## config.mk

```make
export PLATFORM = sky130hd
export DESIGN_NAME = program_loader
export DESIGN_NICKNAME = d
export VERILOG_FILES = /design/src/rtl/loader_pkg.sv /design/src/rtl/loader_watchdog.sv /design/src/rtl/program_loader.sv
export SDC_FILE = /design/constraint.sdc
export NUM_CORES = 1
export LEC_CHECK = 0
export BUFFER_PORTS_ARGS = -buffer_cell sky130_fd_sc_hd__buf_2
export CORE_ASPECT_RATIO = 0.75
export CORE_MARGIN = 8
export CORE_UTILIZATION = 45
export DETAILED_ROUTE_END_ITERATION = 10
export GPL_ROUTABILITY_DRIVEN = 0
export GPL_TIMING_DRIVEN = 1
export PLACE_DENSITY = 0.7
export SLEW_MARGIN = 15
export SYNTH_ARGS = -nofsm -noshare
export SYNTH_HDL_FRONTEND = slang
export SYNTH_HIERARCHICAL = 1
export SYNTH_SLANG_ARGS = --single-unit
```

## constraint.sdc

```tcl
create_clock -name clk -period 2.6 [get_ports clk]
set_clock_uncertainty 0.2 [all_clocks]
set_input_delay 0.13 -clock clk [delete_from_list [all_inputs] [get_ports clk]]
set_output_delay 0.13 -clock clk [all_outputs]
set_load 0.01 [all_outputs]
```

## src/rtl/loader_pkg.sv

```systemverilog
// Shared types and constants for the program loader (states, byte type, default frame header).
package loader_pkg;

  typedef logic [7:0] byte_t;

  localparam byte_t HEADER_DEFAULT = 8'hA5;

  typedef enum logic [2:0] {
    IDLE,
    LEN,
    ADDR,
    DATA,
    WRITE,
    CSUM
  } state_t;

endpackage

```

## src/rtl/loader_watchdog.sv

```systemverilog
// Mid-frame idle watchdog: counts cycles since the last accepted byte while a frame is open.
module loader_watchdog #(
  parameter int unsigned TIMEOUT_CYCLES = 1024
) (
  input  logic clk,
  input  logic rst,
  input  logic active,
  input  logic kick,
  output logic expired
);

  localparam int unsigned CW = $clog2(TIMEOUT_CYCLES + 1);

  logic [CW-1:0] count;

  assign expired = active && (count == CW'(TIMEOUT_CYCLES));

  always_ff @(posedge clk or posedge rst) begin
    if (rst) begin
      count <= '0;
    end else if (!active || kick) begin
      count <= '0;
    end else if (!expired) begin
      count <= count + CW'(1);
    end
  end

endmodule

```

## src/rtl/program_loader.sv

```systemverilog
// Framed byte-stream loader driving the instruction ROM's edit/unit/code/send write port.
// Optional mid-frame timeout is built in when LOADER_TIMEOUT_EN is defined.
module program_loader
  import loader_pkg::*;
#(
  parameter byte_t       HEADER         = HEADER_DEFAULT,
  parameter int unsigned MAX_LEN        = 255,
  parameter int unsigned TIMEOUT_CYCLES = 1024
) (
  input  logic       clk,
  input  logic       rst,
  input  logic       in_valid,
  input  logic [7:0] in_data,
  output logic       in_ready,
  output logic       edit,
  output logic [7:0] unit,
  output logic [7:0] code,
  output logic       send,
  output logic       cpu_hold,
  output logic       done,
  output logic       error,
  output logic       busy
);

  state_t state, state_n;
  byte_t  len, len_n;
  byte_t  cnt, cnt_n;
  byte_t  sum, sum_n;
  byte_t  unit_n, code_n;
  logic   edit_n, done_n, error_n;
  logic   accept;
  logic   timeout;
  logic [8:0] cnt_inc;

  assign accept   = in_valid && in_ready;
  assign in_ready = (state != WRITE);
  assign send     = (state == WRITE);
  assign busy     = (state != IDLE);
  assign cpu_hold = busy;

`ifdef LOADER_TIMEOUT_EN
  loader_watchdog #(
    .TIMEOUT_CYCLES(TIMEOUT_CYCLES)
  ) u_watchdog (
    .clk    (clk),
    .rst    (rst),
    .active (state != IDLE),
    .kick   (accept),
    .expired(timeout)
  );
`else
  logic timeout_unused;
  assign timeout_unused = ^TIMEOUT_CYCLES;
  assign timeout        = 1'b0;
`endif

  always_comb begin
    state_n = state;
    len_n   = len;
    cnt_n   = cnt;
    sum_n   = sum;
    unit_n  = unit;
    code_n  = code;
    edit_n  = edit;
    done_n  = 1'b0;
    error_n = error;
    cnt_inc = {1'b0, cnt} + 9'd1;

    case (state)
      IDLE: begin
        if (accept && in_data == HEADER) begin
          state_n = LEN;
          error_n = 1'b0;
        end
      end
      LEN: begin
        if (accept) begin
          len_n = in_data;
          if (32'(in_data) > MAX_LEN) begin
            error_n = 1'b1;
            state_n = IDLE;
          end else begin
            state_n = ADDR;
          end
        end
      end
      ADDR: begin
        if (accept) begin
          unit_n  = in_data;
          cnt_n   = '0;
          sum_n   = '0;
          edit_n  = 1'b1;
          state_n = (len == '0) ? CSUM : DATA;
        end
      end
      DATA: begin
        if (accept) begin
          code_n  = in_data;
          sum_n   = sum + in_data;
          state_n = WRITE;
        end
      end
      WRITE: begin
        unit_n  = unit + 8'd1;
        cnt_n   = cnt_inc[7:0];
        state_n = (cnt_inc < {1'b0, len}) ? DATA : CSUM;
      end
      CSUM: begin
        if (accept) begin
          if (in_data == sum) done_n = 1'b1;
          else                error_n = 1'b1;
          state_n = IDLE;
        end
      end
      default: state_n = IDLE;
    endcase

    if (timeout) begin
      state_n = IDLE;
      error_n = 1'b1;
    end

    // the edit window closes on every path back to IDLE, including error and timeout exits
    if (state_n == IDLE) edit_n = 1'b0;
  end

  always_ff @(posedge clk or posedge rst) begin
    if (rst) begin
      state <= IDLE;
      len   <= '0;
      cnt   <= '0;
      sum   <= '0;
      unit  <= '0;
      code  <= '0;
      edit  <= 1'b0;
      done  <= 1'b0;
      error <= 1'b0;
    end else begin
      state <= state_n;
      len   <= len_n;
      cnt   <= cnt_n;
      sum   <= sum_n;
      unit  <= unit_n;
      code  <= code_n;
      edit  <= edit_n;
      done  <= done_n;
      error <= error_n;
    end
  end

endmodule

```

[After elaboration in Yosys (flattened, before gate mapping)]
Index checks and enable logic that the tools add are counted.
Storage, ports and cells
  flip-flop bits (word level): 46
  output and inout bits: 23
  logic and storage cells: 67
Cells by class
  add/sub/neg operators: 3
  $lt $le $gt $ge: 1
  eq/ne operators: 13
  multiplexer cells: 24
  reductions and logical operators: 17
Operator list (count)
  $pmux W8 S2: 3
  $mux W8: 3
  $mux W3: 7
  $pmux W3 S6: 1
  $ne A2 B2 Y1 const B: 5
  $reduce_bool A2 Y1: 5
  $add A8 B1 Y9 const B: 1
  $lt A9 B8 Y1: 1
  $mux W1: 9
  $add A8 B1 Y8 const B: 1
  $add A8 B8 Y8: 1
  $eq A8 B8 Y1: 1
  $eq A8 B8 Y1 const B: 1
  $logic_not A8 Y1: 1
  $reduce_and A2 Y1: 4
  $eq A3 B2 Y1 const B: 2
  $eq A3 B3 Y1 const B: 2
  $logic_not A3 Y1: 2
  $reduce_and A4 Y1: 1
  $eq A3 B1 Y1 const B: 1
  $ne A3 B3 Y1 const B: 1
  $reduce_and A3 Y1: 1
  $reduce_bool A3 Y1: 1
  $logic_and A1 B1 Y1: 2
  $pmux W1 S2: 1

[Depth between registers and ports, before layout]
  depth after elaboration: 8
  depth in mapped cells: 10
  depth with buffers taken out: 10

[Least setup slack after synthesis]
No wires, ideal clock.
  path type: register to register
  start point: register cnt[0]
  end point: register state[2]
  setup time: 141 ps
  arrival time: 1956 ps
  required time: 2259 ps
  path slack: 303 ps
  cell stages (with the launch flop): 11
  path buffers: 0
  clock period less this slack: 2297 ps
  cell sequence: dfrtp_1 > and3_1 > and3_1 > and3_1 > xor2_1 > ha_1 > and4_1 > o21ai_0 > a21oi_1 > nor4_1 > o21ai_0
Between the ends
  cells in the longest elaborated chain, start to end: 4
Ends and longest elaborated chain
  from (decl): RTL line program_loader.sv:27  | byte_t cnt, cnt_n;
  from (signal assigned): RTL line program_loader.sv:141  | cnt <= cnt_n;
  $add A8 B1 Y9: RTL line program_loader.sv:67  | cnt_inc = {1'b0, cnt} + 9'd1;
  $lt A9 B8 Y1: RTL line program_loader.sv:106  | state_n = (cnt_inc < {1'b0, len}) ? DATA : CSUM;
  $mux W3: RTL line program_loader.sv:106
  $pmux W3 S6: RTL line program_loader.sv:69  | case (state)
  via state_n[2]: RTL line program_loader.sv:25  | state_t state, state_n;
  to (signal assigned): RTL line program_loader.sv:139  | state <= state_n;
  to (decl): RTL line program_loader.sv:25
The timed path passes the listed nets, and every way through them passes these cells.
A chain may end at the register's enable or synchronous reset.

[Final worst setup path]
  start point: register cnt[0]
  end point: register state[1]
The elaborated chain is that of the path after synthesis.

==> impl_metrics.csv <==
group,metric,value,unit
power_and_ir_drop,power.total,3.44,mW
synth,synth_fa_ha_area_frac,0.0818,
power_and_ir_drop,internal_power,2.03,mW
floorplanning,die-area,8740,um2
synth,syn_inst,271,
global_routing,grt_pass1_vias,2201,
placement,hpwl,4600,um
placement,place_inst,373,
critical_path,path_buf_inv,0,
synth,yosys_most_used_dff,"dfrtp_1",
floorplanning,rows,24,
global_routing,grt_pass1_wl,11500,um
finish,syn2layout_area_growth,16.0,%
critical_path,reg2reg_slack,0.12,ns
finish,fin_util,0.539,
critical_path,crit_family,"simple AND/OR/NAND/NOR gates",
power_and_ir_drop,ir_drop,0.353,mV
critical_path,slowest_delay,0.44,ns
detailed_routing,wl,6590,um
floorplanning,ios,34,
synth,syn_area,2690,um2
detailed_routing,first_pass_iters,4,
detailed_routing,antenna_left,0,
critical_path,startpoint_type,"flop",
synth,ys_seq_area_frac,0.428,
synth,synthMuxAreaShare,0.0488,
power_and_ir_drop,p_sw,1.41,mW
sta,period_minus_slack,2.48,ns
floorplanning,core,5800,um2
floorplanning,initial_utilization,0.465,
synth,syn_nets,299,
min_path,holdCritPathClass,"input port to flop",
global_routing,antenna_found_initial,0,
detailed_routing,drt-wirelength-per-cell,16.8,um
placement,io_buffer_count,33,
clock_network,root_buffer,"clkbuf_8",
critical_path,slowest_stage,"dfrtp_2",
run_status,status,"finished, final reports clean",
sta,slew_headroom,0.354,
critical_path,critPathArrivalTime,2.49,ns
critical_path,critPathRequiredTime,2.61,ns
finish,n_antenna_cell,0,
synth,synth-simple-area-share,0.170,
power_and_ir_drop,switching_share,0.409,
finish,final.fill_count,516,
clock_network,cts_tree,"done",
critical_path,critPathMaxFanout,5,
clock_network,cts_buffer_depth,2,
synth,synth_compound_area_frac,0.191,
critical_path,crit_top_cell,"and3_1",
detailed_routing,via_per_inst,5.64,
synth,synth_seq_cells,46,
floorplanning,chipWidth,105,um
power_and_ir_drop,p_seq_frac,0.379,
detailed_routing,via_count,2206,
global_routing,grt_usage,0.159,
clock_network,cts_sinks,46,
job,max_cap_viol_count,0,
sta,hold_viol,0,
power_and_ir_drop,combPwrFrac,0.463,
sta,finalCritPeriodShare,0.954,
detailed_routing,drt_first_iter_violations,115,
finish,layout-drive-gt1-share,0.220,
clock_network,cts_htree_levels,2,
finish,instances_no_fill,391,
synth,async_flop_share,1.00,
critical_path,end_kind,"flop",
global_routing,grt_overflow_total,0,
synth,synth-edff-count,0,
critical_path,path_class,"flop to flop",
finish,multiInputGateArea,1430,um2
finish,seqCellArea,1150,um2
clock_network,cts_inserted_buffers,5,
synth,post_synth_num_cell_types,55,
finish,layout_common_cells,"dfrtp_1 (45), buf_2 (33), nand2_1 (30)",
critical_path,path_cells,"and3_1, and3_1, and3_4, xor2_2, ha_1, and4_1, o21ai_0, a21oi_1, nor4_2, a22o_1",
finish,nets,340,
floorplanning,dieHeight,83.0,um
power_and_ir_drop,leakage,1.50,nW
sta,max_freq,403,MHz
clock_network,clk_latency,0.31,ns
synth,synth_xor_area_frac,0.0325,
synth,yosysWarningCount,6,
power_and_ir_drop,clock_power_share,0.158,
sta,max_slew.worst_pin.slew,0.967,ns
global_routing,grt_max_degree,47,
synth,synth_top_family_by_area,"compound AO/OA/AOI/OAI gates",
detailed_routing,drc,0,
sta,setup_viol,0,
power_and_ir_drop,power_density,1100,nW/um2
clock_network,clk_pin_slew,0.09,ns
finish,final_common_cell,"dfrtp_1",
synth,syn_avg_cell_area,9.94,um2
sta,slew_viol_final,0,
sta,fin_hold_ws,0.0491,ns
[area by class of cell]
class,instances,area share
clock buffer,6,0.0232
clock inverter,2,0.0120
inverter,15,0.0180
multi-input combinational,199,0.458
sequential,46,0.369
tap,78,0.0312
timing repair buffer,45,0.0889
[through the flow]
step | setup slack, ns | instance area (um2) | TNS, ns
final | 0.119 | 3120 | 0
after CTS | 0.0529 | 3100 | 0
after floorplan | 0.303 | 2690 | 0
after global placement | 0.192 | 2900 | 0
after detailed placement | 0.117 | 2900 | 0
after global routing | -0.0000178 | 3120 | -0.0000178
[power groups by stage]
stage                     registers (mW)  logic (mW)  clock network (mW)
after global placement              1.30        1.53                   0
final                               1.31        1.59               0.544
after detailed placement            1.31        1.56                   0
after CTS                           1.30        1.58               0.557
after floorplan                     1.29        1.16                   0
after global routing                1.35        1.80               0.583
[sequential cells by signal, indices dropped and copies added (netlist names)]
name,flops
error,1
sum,8
code,8
state,3
len,8
unit,8
edit,1
done,1
cnt,8
[cells by family (layout without fill, tap and decap cells)]
family | count (synthesis) | in the layout
AND/OR/NAND/NOR | 86 | 86
AO/OA/AOI/OAI | 77 | 77
multiplexers | 9 | 9
flip-flops | 46 | 46
adder cells (fa/ha/maj) | 17 | 17
buffers and inverters | 26 | 68
XOR/XNOR | 10 | 10
[worst paths after layout]
path	from	to	cells past startpoint
worst max-delay path	cnt[0]	state[1]	10
worst min-delay path	in_valid	done	3
worst max register to register	cnt[0]	state[1]	10
worst min register to register	sum[2]	sum[2]	2
max in group asynchronous	rst	cnt[0]	3
min in group asynchronous	rst	code[6]	3
[cell usage after synthesis, drive strengths merged, types with 5 or more instances]
master,count,share of area
and3,6,0.014
o21ai,27,0.050
inv,15,0.021
a22o,5,0.016
mux2,9,0.049
nor2,21,0.033
buf,8,0.024
ha,16,0.074
nor4,5,0.012
a21oi,11,0.020
xnor2,5,0.016
xor2,5,0.016
dfrtp,46,0.43
nand2,31,0.044
nand3,8,0.020
[per-layer routing]
layer  up-vias  wire [um]  global-route usage
met1      1058       3280               0.233
met3         8        471              0.0394
met5         -          0                   0
li1       1073          -                   -
met4         0        104              0.0685
met2        67       2730               0.213
[worst reg2reg max path: stages, from the launching register on]
cell	delay (ns)
dfrtp_2	0.44
and3_1	0.20
and3_1	0.19
and3_4	0.19
xor2_2	0.15
ha_1	0.29
and4_1	0.18
o21ai_0	0.08
a21oi_1	0.16
nor4_2	0.06
a22o_1	0.23
[timing repair]
action                                 in CTS  in global routing
endpoints found under the hold margin      65                  0
setup endpoints to repair                   0                  2
gates resized for setup                     0                  4
buffers inserted                            0                  1
hold buffers                                9                  0
(Power assumes the default switching activity.)
